===== src/rtl/mux_2x1_tx_if.sv =====
// mux_2x1_tx_if: lane inputs, ready/overflow status and serialized output of
// the 2:1 transmit mux. The producer/monitor side uses "master", the mux
// uses "slave".
interface mux_2x1_tx_if;
    logic [7:0] data_in_0;
    logic       valid_in_0;
    logic [7:0] data_in_1;
    logic       valid_in_1;
    logic       ready_0;
    logic       ready_1;
    logic [7:0] data_out;
    logic       valid_out;
    logic       overflow;

    modport master (
        output data_in_0, valid_in_0, data_in_1, valid_in_1,
        input  ready_0, ready_1, data_out, valid_out, overflow
    );

    modport slave (
        input  data_in_0, valid_in_0, data_in_1, valid_in_1,
        output ready_0, ready_1, data_out, valid_out, overflow
    );
endinterface


===== src/rtl/mux_2x1_tx.sv =====
// mux_2x1_tx: two DEPTH-word lane FIFOs serialized onto one registered byte
// stream in strict lane0/lane1 alternation, so the receive demux can restore
// the lanes from position alone. A push into a full lane is dropped and sets
// the sticky overflow flag.
// Optional feature macro: MUX_IDLE_BC_EN -- when defined, data_out carries the
// idle comma 8'hBC on cycles without a valid word; otherwise it holds the last
// word.
//
// state | meaning
// LANE0 | next pop comes from lane 0 (sel = 0)
// LANE1 | next pop comes from lane 1 (sel = 1)
module mux_2x1_tx #(
    parameter int DEPTH = 4
) (
    input logic          clk_2f,
    input logic          reset,
    mux_2x1_tx_if.slave  bus
);
    localparam int PW = (DEPTH > 1) ? $clog2(DEPTH) : 1;
    localparam int CW = PW + 1;
    localparam logic [CW-1:0] FULL_CNT = CW'(DEPTH);

    typedef enum logic {LANE0 = 1'b0, LANE1 = 1'b1} state_t;

    state_t          r_state;
    state_t          w_state_nxt;

    logic [7:0]      r_mem   [2][DEPTH];
    logic [PW-1:0]   r_wptr  [2];
    logic [PW-1:0]   r_rptr  [2];
    logic [CW-1:0]   r_count [2];
    logic [7:0]      r_data_out;
    logic            r_valid_out;
    logic            r_overflow;

    logic [1:0]      w_valid_in;
    logic [7:0]      w_data_in [2];
    logic [1:0]      w_full;
    logic [1:0]      w_empty;
    logic [1:0]      w_push;
    logic [1:0]      w_pop;
    logic            w_sel;
    logic [7:0]      w_head;

    assign w_valid_in   = {bus.valid_in_1, bus.valid_in_0};
    assign w_data_in[0] = bus.data_in_0;
    assign w_data_in[1] = bus.data_in_1;
    assign w_sel        = (r_state == LANE1);
    assign w_head       = r_mem[w_sel][r_rptr[w_sel]];

    // Lane status from registered counts; full lanes refuse pushes regardless of a same-cycle pop.
    always_comb begin
        w_full  = '0;
        w_empty = '0;
        w_push  = '0;
        for (int i = 0; i < 2; i++) begin
            w_full[i]  = (r_count[i] == FULL_CNT);
            w_empty[i] = (r_count[i] == '0);
            w_push[i]  = w_valid_in[i] & ~w_full[i];
        end
    end

    // Selector FSM: pop the selected lane if it has data and move on, otherwise wait on it.
    always_comb begin
        w_state_nxt = r_state;
        w_pop       = '0;
        case (r_state)
            LANE0: begin
                if (!w_empty[0]) begin
                    w_pop[0]    = 1'b1;
                    w_state_nxt = LANE1;
                end
            end
            LANE1: begin
                if (!w_empty[1]) begin
                    w_pop[1]    = 1'b1;
                    w_state_nxt = LANE0;
                end
            end
            default: w_state_nxt = LANE0;
        endcase
    end

    // Selector state register.
    always_ff @(posedge clk_2f or negedge reset) begin
        if (!reset) begin
            r_state <= LANE0;
        end else begin
            r_state <= w_state_nxt;
        end
    end

    // FIFO storage; contents need no reset since pointers and counts are cleared.
    always_ff @(posedge clk_2f) begin
        for (int i = 0; i < 2; i++) begin
            if (w_push[i]) begin
                r_mem[i][r_wptr[i]] <= w_data_in[i];
            end
        end
    end

    // FIFO pointers and occupancy; push and pop together leave the count unchanged.
    always_ff @(posedge clk_2f or negedge reset) begin
        if (!reset) begin
            for (int i = 0; i < 2; i++) begin
                r_wptr[i]  <= '0;
                r_rptr[i]  <= '0;
                r_count[i] <= '0;
            end
        end else begin
            for (int i = 0; i < 2; i++) begin
                if (w_push[i]) begin
                    r_wptr[i] <= r_wptr[i] + PW'(1);
                end
                if (w_pop[i]) begin
                    r_rptr[i] <= r_rptr[i] + PW'(1);
                end
                case ({w_push[i], w_pop[i]})
                    2'b10:   r_count[i] <= r_count[i] + CW'(1);
                    2'b01:   r_count[i] <= r_count[i] - CW'(1);
                    default: r_count[i] <= r_count[i];
                endcase
            end
        end
    end

    // Registered serial output; idle cycles either show the comma or hold the last word.
    always_ff @(posedge clk_2f or negedge reset) begin
        if (!reset) begin
            r_data_out  <= 8'h00;
            r_valid_out <= 1'b0;
        end else if (|w_pop) begin
            r_data_out  <= w_head;
            r_valid_out <= 1'b1;
        end else begin
`ifdef MUX_IDLE_BC_EN
            r_data_out  <= 8'hBC;
`else
            r_data_out  <= r_data_out;
`endif
            r_valid_out <= 1'b0;
        end
    end

    // Sticky overflow: any push request that meets a full lane.
    always_ff @(posedge clk_2f or negedge reset) begin
        if (!reset) begin
            r_overflow <= 1'b0;
        end else if (|(w_valid_in & w_full)) begin
            r_overflow <= 1'b1;
        end
    end

    assign bus.ready_0   = ~w_full[0];
    assign bus.ready_1   = ~w_full[1];
    assign bus.data_out  = r_data_out;
    assign bus.valid_out = r_valid_out;
    assign bus.overflow  = r_overflow;
endmodule


===== src/flat_wrapper.sv =====
// flat-port wrapper written by rule: the top's interface ports become plain ports
module mux_2x1_tx_flat 
#(
    parameter int DEPTH = 4
)
  (clk_2f, reset, bus_data_in_0, bus_valid_in_0, bus_data_in_1, bus_valid_in_1, bus_ready_0, bus_ready_1, bus_data_out, bus_valid_out, bus_overflow);
  mux_2x1_tx_if bus_i ();
  input logic clk_2f;
  input logic reset;
  input wire logic [$bits(bus_i.data_in_0)-1:0] bus_data_in_0;
  input wire logic [$bits(bus_i.valid_in_0)-1:0] bus_valid_in_0;
  input wire logic [$bits(bus_i.data_in_1)-1:0] bus_data_in_1;
  input wire logic [$bits(bus_i.valid_in_1)-1:0] bus_valid_in_1;
  output wire logic [$bits(bus_i.ready_0)-1:0] bus_ready_0;
  output wire logic [$bits(bus_i.ready_1)-1:0] bus_ready_1;
  output wire logic [$bits(bus_i.data_out)-1:0] bus_data_out;
  output wire logic [$bits(bus_i.valid_out)-1:0] bus_valid_out;
  output wire logic [$bits(bus_i.overflow)-1:0] bus_overflow;
  assign bus_i.data_in_0 = bus_data_in_0;
  assign bus_i.valid_in_0 = bus_valid_in_0;
  assign bus_i.data_in_1 = bus_data_in_1;
  assign bus_i.valid_in_1 = bus_valid_in_1;
  assign bus_ready_0 = bus_i.ready_0;
  assign bus_ready_1 = bus_i.ready_1;
  assign bus_data_out = bus_i.data_out;
  assign bus_valid_out = bus_i.valid_out;
  assign bus_overflow = bus_i.overflow;
  mux_2x1_tx #(.DEPTH(DEPTH)) u_core (.clk_2f(clk_2f), .reset(reset), .bus(bus_i));
endmodule

===== config.mk =====
export PLATFORM = sky130hd
export DESIGN_NAME = mux_2x1_tx_flat
export DESIGN_NICKNAME = d
export VERILOG_FILES = /design/src/rtl/mux_2x1_tx_if.sv /design/src/rtl/mux_2x1_tx.sv /design/src/flat_wrapper.sv
export SDC_FILE = /design/constraint.sdc
export NUM_CORES = 1
export LEC_CHECK = 0
export CAP_MARGIN = 10
export CORE_UTILIZATION = 40
export DETAILED_ROUTE_END_ITERATION = 8
export PLACE_DENSITY_LB_ADDON = 0.05
export SETUP_SLACK_MARGIN = 0.15
export SLEW_MARGIN = 5
export SYNTH_ARGS = -nofsm -noshare
export SYNTH_HDL_FRONTEND = slang
export SYNTH_SLANG_ARGS = --single-unit

===== constraint.sdc =====
create_clock -name clk_2f -period 6.76 [get_ports clk_2f]
set_clock_uncertainty 0.2 [all_clocks]
set_input_delay 2.028 -clock clk_2f [delete_from_list [all_inputs] [get_ports clk_2f]]
set_output_delay 2.028 -clock clk_2f [all_outputs]
set_load 0.01 [all_outputs]

==> out/metrics.cfg <==
[cts]
numClockSinks = 89
cts_hold_repair.buffers = 0
cts_max_path_buffers = 2
cts_buffers = 9
cts_tree = yes
cts.repair.resized = 0
insertion_delay_ns = 0.35
post_cts_buffers = 0
root_buffer = clkbuf_8
cts.clk_slew.worst_paths_ns = 0.09
cts-htree-levels = 3

[outcome]
status = finished, final reports clean

[sta]
worst_pin_slew_ns = 0.791
rsz0062_at_grt = no
setup_tns_ns = 0
final.period_utilization = 0.576
final_max_slew_viol_count = 0
slew_headroom = 0.471
fin_crit_ns = 3.90
hold_viol = 0
max_freq_mhz = 257
setup_viol = 0

[worst_hold_path]
hold_depth = 1
min-delay-start = u_core.r_rptr[0]
min_path_type = reg2reg
whs_endpoint = u_core.r_rptr[0]

[final_layout]
nNetsFinal = 281
n_fill_cell = 750
fin_util = 0.485
final_common_cell = edfxtp_1
mostFrequentLayoutCells = 64 x edfxtp_1, 31 x clkdlybuf4s50_1, 25 x dfrtp_1
n_antenna_cell = 0
area_growth_pct = 17.6
drive_above_1_share = 0.106

[placed_design]
place.gp.congestion = 0.703
numPortBuffers = 31
dp_hpwl_microns = 4260

[grt]
gr-total-overflow = 0
first_global_vias = 1941
grt_max_degree = 26
grt_use_total = 0.149
antenna_found_initial = 0
grt_pass1_wl_microns = 10300

[drt]
dr_total_vias = 1837
wl_per_cell_microns = 17.8
first_pass_iters = 4
initialDrtViolationCount = 55
drt_wl_total_microns = 6430
ant_nets = 0
drc_errors = 0
viasPerCell = 5.07

[setup_path]
critical-path-slowest-cell = clkdlybuf4s50_1
endpoint_kind = output pin
rrSetupSlack_ns = 4.14
cp-start-kind = flip-flop
max_stage_delay_ns = 0.58
critPathMaxFanout = 7
timing.rr.start = u_core.r_state
worstPathArrival_ns = 1.67
critPathKind = reg2out
r2r_end = u_core.r_count[5]
rr_worst_depth = 7
cp.required_ns = 4.53
crit_chain = inv_1 -> nand3_1 -> clkdlybuf4s50_1

[die]
die-width_microns = 96.9
coreArea_sq_mm = 0.00872
initial_utilization = 0.413
ioPinCount = 32
rows = 34
dieHeight_microns = 96.9
die-area_sq_mm = 0.00938

[yosys]
synth-xor-area-share = 0.0292
syn_inst = 210
synth_compound_area_frac = 0.0417
synthAdderAreaFrac = 0.0459
yosys.area_share.simple = 0.0480
syn-num-nets = 242
ys_ff_latch = 89
ys_seq_area_frac = 0.708
synth.area.mux_share = 0.107
synth_cell_types = 31
synth_area_sq_mm = 0.00360
synth.avg_cell_area_sq_um = 17.1
yosys_warnings = 0
synth_top_family_by_area = multiplexers

[flow_run]
drv_cap = 0

[pwr]
p_total_mw = 1.91
p_per_area_mw_per_mm2 = 452
leakage_nw = 1.63
vdd_drop_max_uv = 196

[area by class of cell]
class,count,area (sq um),area share
Tap cell,108,135,0.0319
Inverter,11,41.3,0.00975
Clock buffer,10,128,0.0302
Timing Repair Buffer,33,325,0.0769
Multi-Input combinational cell,105,988,0.234
Sequential cell,89,2550,0.602
Clock inverter,6,67.6,0.0160
[metrics by stage]
stage | setup WS (ns) | instances | hold slack [ns] | cell area, sq um
after floorplan | 3.31 | 210 | 0.254 | 3600
after global placement | 2.75 | 346 | 0.273 | 4040
after detailed placement | 2.71 | 346 | 0.276 | 4040
after CTS | 2.85 | 362 | 0.289 | 4230
after global routing | 2.78 | 362 | 0.324 | 4230
final | 2.86 | 362 | 0.286 | 4230
[worst max-delay path, delay by kind of cell (launching register included)]
family                 cells  cell delay, ns
flip-flops                 1            0.42
buffers and inverters      2            0.68
AND/OR/NAND/NOR            1            0.21
[report_power, final]
group	switching [mW]	total [mW]	internal (mW)
clock	0.186	0.358	0.172
sequential	0.100	0.852	0.752
combinational	0.357	0.702	0.345
[state kept, by name, summed over array words and instances (netlist names)]
signal                count
u_core.r_rptr             4
u_core.r_state            1
u_core.r_count            6
u_core.r_mem             64
u_core.bus.valid_out      1
u_core.bus.data_out       8
u_core.bus.overflow       1
u_core.r_wptr             4
[how the worst max path moves through the flow]
stage                      startpoint                end  slack (ns)  depth (start not counted)
detailed placement     bus_valid_in_0  u_core.r_count[5]        2.71                          8
global route        u_core.r_count[3]        bus_ready_0        2.78                          3
global placement       bus_valid_in_0  u_core.r_count[5]        2.75                          8
floorplan              bus_valid_in_0  u_core.r_count[5]        3.31                          7
CTS                 u_core.r_count[3]        bus_ready_0        2.85                          3
finish              u_core.r_count[3]        bus_ready_0        2.86                          3
[Yosys cell counts]
library cell	count	area [sq um]
edfxtp_1	64	1920
dfrtp_1	25	626
mux2i_1	17	170
inv_1	11	41.3
ha_1	10	125
a211o_1	8	70.1
and3_1	8	50.1
mux4_2	8	180
o22ai_1	8	50.1
nand2_1	6	22.5
xnor2_1	6	52.6
xor2_1	6	52.6
nor2_1	5	18.8
nor2b_1	5	31.3
and2b_1	3	22.5
clkbuf_1	2	7.51
fa_1	2	40.0
nor3_1	2	10.0
o21ai_0	2	10.0
a21oi_1	1	5.00
a31oi_1	1	6.26
buf_2	1	5.00
buf_4	1	7.51
buf_6	1	11.3
mux2_1	1	11.3
mux2_2	1	11.3
mux2i_2	1	13.8
nand2b_1	1	6.26
nand3_1	1	5.00
nor4_1	1	6.26
o31a_1	1	8.76
[layer usage]
metal / wire length, microns / share of wire / up-vias / GRT usage
met2: 3060 / 0.48 / 27 / 0.229
li1: - / - / 867 / -
met1: 3090 / 0.48 / 935 / 0.202
met3: 208 / 0.032 / 8 / 0.0434
met4: 74 / 0.012 / 0 / 0.0551
met5: 0 / 0 / - / 0
[logic make-up after synthesis]
family          after synthesis
mux                          28
buf+inv                      16
fa+ha+maj                    12
xor+xnor                     12
simple gates                 32
compound gates               21
flops                        89
(Power assumes the default switching activity.)
==> variant 1 (config.mk and constraints unchanged) <==
`DEPTH` is set to 4 in 2 places; all go to 8.
--- a/src/rtl/mux_2x1_tx.sv
+++ b/src/rtl/mux_2x1_tx.sv
@@ -12,3 +12,3 @@
 module mux_2x1_tx #(
-    parameter int DEPTH = 4
+    parameter int DEPTH = 8
 ) (
--- a/src/flat_wrapper.sv
+++ b/src/flat_wrapper.sv
@@ -3,3 +3,3 @@
 #(
-    parameter int DEPTH = 4
+    parameter int DEPTH = 8
 )
Formal check against the unedited RTL: not equivalent (Yosys sat finds a counterexample within 10 cycles, from zero or initial values and one cycle with reset low).
==> variant 1 against the original RTL <==
- critical path type unchanged
- sequential cell count increased by 70
- wire length is 97% higher
- clock power rose to 2.5 times the old value
- area after synthesis rose by 81%
- power rose by 79%
- cell area increased by 79%
- sequential share of layout area is 0.81 points higher
- setup slack got worse by 0.27 ns
- largest cell class unchanged
==> variant 1: results (changes against the original RTL) <==
status=completed (unchanged); Worst-Margin Slew=1.09 ns (was 0.791 ns); Initial DRC Count=248 (was 55); WL final=12700 um (was 6430 um); nets=419 (was 281); Cell Area, Placed=7010 um2 (was 4040 um2); largest fanout on the critical path=6 (was 7); CTS root buf=clkbuf_16 (was clkbuf_8); DP HPWL=8240 um (was 4260 um); VDD IR max=0.214 mV (was 0.196 mV); switching component of the power=0.00111 W (was 0.000643 W); CTS H-tree depth=4 (was 3); Critical Path AT=1.94 ns (was 1.67 ns); fin crit share=61.7% (was 57.6%); vias in the first global route=3283 (was 1941); post-synth cell types=38 (was 31); final core occ=47.7% (was 48.5%); Leakage=2.63 nW (was 1.63 nW); Place WS=2.15 ns (was 2.71 ns); Syn Nets=376 (was 242); Clock power frac=26.4% (was 18.7%); Clock Tree Buf Depth=2 (unchanged); P_clk=0.000901 W (was 0.000358 W); Hold WS=0.282 ns (was 0.286 ns); FF-to-FF setup slack=4.10 ns (was 4.14 ns); leading cell types by count after synthesis=edfxtp_1 (128), dfrtp_1 (31), nor2_1 (22) (was edfxtp_1 (64), dfrtp_1 (25), mux2i_1 (17)); Critical Path Slowest Stage Cell=or4b_4 (was clkdlybuf4s50_1); max reg flops=128 (was 64); All-Layer GR Usage=17.1% (was 14.9%); fillers=1363 (was 750); share of cells above drive strength 1=15.4% (was 10.6%); clock slew at reported path FFs=0.06 ns (was 0.09 ns); register area share after synthesis=71.0% (was 70.8%); synth top area cells=edfxtp_1 (59%), dfrtp_1 (12%), mux4_1 (7.7%) (was edfxtp_1 (53%), dfrtp_1 (17%), mux4_2 (5.0%)); worst skew pair latency=0.42 ns (was 0.35 ns); initial antenna violation count=0 (unchanged); Final Wtd Congestion=0.720 (was 0.703); Post-synth EDFFs=128 (was 64); CTS buffer count=17 (was 9); Vias/cell=5.20 (was 5.07); 1st-pass router iterations=4 (unchanged)
[variant 1: through the flow]
step | cells | total power, W
3_3_place_gp | 585 | 0.00254
6_report | 618 | 0.00342
2_1_floorplan | 346 | 0.00225
4_1_cts | 617 | 0.00347
5_1_grt | 618 | 0.00362
3_5_place_dp | 585 | 0.00256
[variant 1: final cells by class]
| class | count | area share (%) |
|---|---|---|
| Clock buffer | 18 | 5.67 |
| Timing Repair Buffer | 37 | 4.66 |
| Tap cell | 216 | 3.57 |
| Inverter | 8 | 0.396 |
| Clock inverter | 14 | 1.72 |
| Sequential cell | 159 | 61.0 |
| Multi-Input combinational cell | 166 | 23.0 |
[variant 1: layer usage]
metal / vias up / GRT usage [%] / part of all wire, %
met5: - / 0 / 0
met4: 0 / 5.68 / 1.1
met3: 10 / 5.37 / 5.3
met2: 77 / 25.5 / 46
met1: 1647 / 23.8 / 47
li1: 1477 / - / -
[variant 1: path summary, 6_finish.rpt]
kind,start,end,cells after the start
max,u_core.r_count[4],bus_ready_0,2
min,u_core.bus.overflow,u_core.bus.overflow,2
max reg2reg,u_core.r_count[4],u_core.r_count[6],10
min reg2reg,u_core.bus.overflow,u_core.bus.overflow,2
max in group asynchronous,reset,u_core.bus.data_out[3],2
min in group asynchronous,reset,u_core.r_count[0],2
[variant 1: cells by family after synthesis]
kind of cell,share of synthesized area [%]
DFF,71.0
and+or+nand+nor,5.27
buffers and inverters,2.33
AOI/OAI and AO/OA,3.98
adders and majority gates,1.92
xor gates and xnor gates,2.29
muxes,13.2
[variant 1: worst max-delay path: cells and delay by family, from the launching register on]
kind | cells | cell delay, ns
flops | 1 | 0.46
simple gates | 1 | 0.58
buf+inv | 1 | 0.49
==> variant 2 (config.mk and constraints unchanged) <==
Made on the original files. Make the reset (`reset`) synchronous in 4 clocked blocks.
--- a/src/rtl/mux_2x1_tx.sv
+++ b/src/rtl/mux_2x1_tx.sv
@@ -84,3 +84,3 @@
     // Selector state register.
-    always_ff @(posedge clk_2f or negedge reset) begin
+    always_ff @(posedge clk_2f) begin
         if (!reset) begin
@@ -102,3 +102,3 @@
     // FIFO pointers and occupancy; push and pop together leave the count unchanged.
-    always_ff @(posedge clk_2f or negedge reset) begin
+    always_ff @(posedge clk_2f) begin
         if (!reset) begin
@@ -127,3 +127,3 @@
     // Registered serial output; idle cycles either show the comma or hold the last word.
-    always_ff @(posedge clk_2f or negedge reset) begin
+    always_ff @(posedge clk_2f) begin
         if (!reset) begin
@@ -145,3 +145,3 @@
     // Sticky overflow: any push request that meets a full lane.
-    always_ff @(posedge clk_2f or negedge reset) begin
+    always_ff @(posedge clk_2f) begin
         if (!reset) begin
Behaviour: differs if reset is asserted again (counterexample within 4 cycles, from zero or initial values and one cycle with reset low); with reset held inactive, the same outputs for 10 cycles.
==> variant 2 against the original RTL <==
- final cell count is 19% higher
- first-iteration DRC count is 3.6% higher
- core utilization is 0.33 points lower
- global-route usage is 0.065 points lower
- cell area is 6.2% higher
- sequential cell count is 1 higher
- area after synthesis is 8.0% higher
- die area is 7.8% higher
- power is 6.1% lower
- worst hold slack better by 0.077 ns
- combinational power is 11% lower
- wire length is 7.2% higher
- setup slack worse by 0.24 ns
- largest cell class unchanged
- largest power group unchanged
==> variant 2: results (changes against the original RTL) <==
Clock power frac=19.4% (was 18.7%); Final Wtd Congestion=0.739 (was 0.703); Final clock-cell share=4.06% (was 4.61%); post-synthesis compound-gate area fraction=5.18% (was 4.17%); nets=332 (was 281); worst-case reg-to-reg path depth=9 (was 7); All-Layer GR Usage=14.9% (about the same); leading cell types by count after synthesis=edfxtp_1 (78), nand2_1 (27), nor2_1 (18) (was edfxtp_1 (64), dfrtp_1 (25), mux2i_1 (17)); origin of the worst setup path=reset (was u_core.r_count[3]); Seq. cell area=2580 um2 (was 2550 um2); invs w/o clock=17 (was 11); Non-Clock Buffer Count=31 (was 33); ys async rst share=0% (was 28.1%); fraction of area in multi-input gates=26.6% (was 23.4%); vias in the first global route=2120 (was 1941); Critical Path AT=4.03 ns (was 1.67 ns); post-synth cell types=40 (was 31); status=completed (unchanged); VDD IR max=0.190 mV (was 0.196 mV); post-synthesis adder-cell area fraction=5.34% (was 4.59%); Leakage=1.61 nW (was 1.63 nW); Hold Crit Depth=2 (was 1); mux share of post-synthesis cell area=7.53% (was 10.7%); Post-Route M1 WL=3250 um (was 3090 um); slowest stage delay, CP=0.92 ns (was 0.58 ns); Hold Startpoint=u_core.bus.overflow (was u_core.r_rptr[0]); share of cells above drive strength 1=14.6% (was 10.6%); Vias/cell=4.88 (was 5.07); crit path capture=u_core.r_count[0][2] (was bus_ready_0); Cell Area, Placed=4310 um2 (was 4040 um2); synth top area cells=edfxtp_1 (60%), dfxtp_1 (6.2%), ha_1 (4.8%) (was edfxtp_1 (53%), dfrtp_1 (17%), mux4_2 (5.0%)); comb_multi_in=147 (was 105); CTS Sinks=90 (was 89); sequential power share=45.8% (was 44.6%); WL/cell=16.0 um (was 17.8 um); area of the multi-input gates=1200 um2 (was 988 um2); routed wl met3=187 um (was 208 um); Hold Path End=u_core.bus.overflow (was u_core.r_rptr[0])
-- variant 2: changes by cell type in the layout (fill, tap and decap cells not counted), moves of 9 or more --
cell / before / now
nor2_1: 5 / 18
nand2_1: 6 / 27
edfxtp_1: 64 / 78
dfxtp_1: 0 / 12
dfrtp_1: 25 / 0
nor3_2: 0 / 9
-- variant 2: logic make-up (layout without fill, tap and decap cells) --
logic type,Yosys count,in the layout
simple gates,81,81
fa+ha+maj,16,16
compound gates,28,28
buf+inv,23,64
mux,18,18
flops,90,90
xor+xnor,4,4
-- variant 2: metrics by stage --
stage,cells,worst slack [ns],power [W]
floorplan,260,3.08,0.00129
global placement,414,2.28,0.00147
detailed placement,414,2.22,0.00148
CTS,430,2.61,0.00182
global route,430,2.48,0.00191
finish,430,2.62,0.00180
-- variant 2: worst min-delay path, stage by stage, from the launching register on --
cell,delay (ns)
dfxtp_1,0.36
a31oi_1,0.05
a21boi_1,0.12
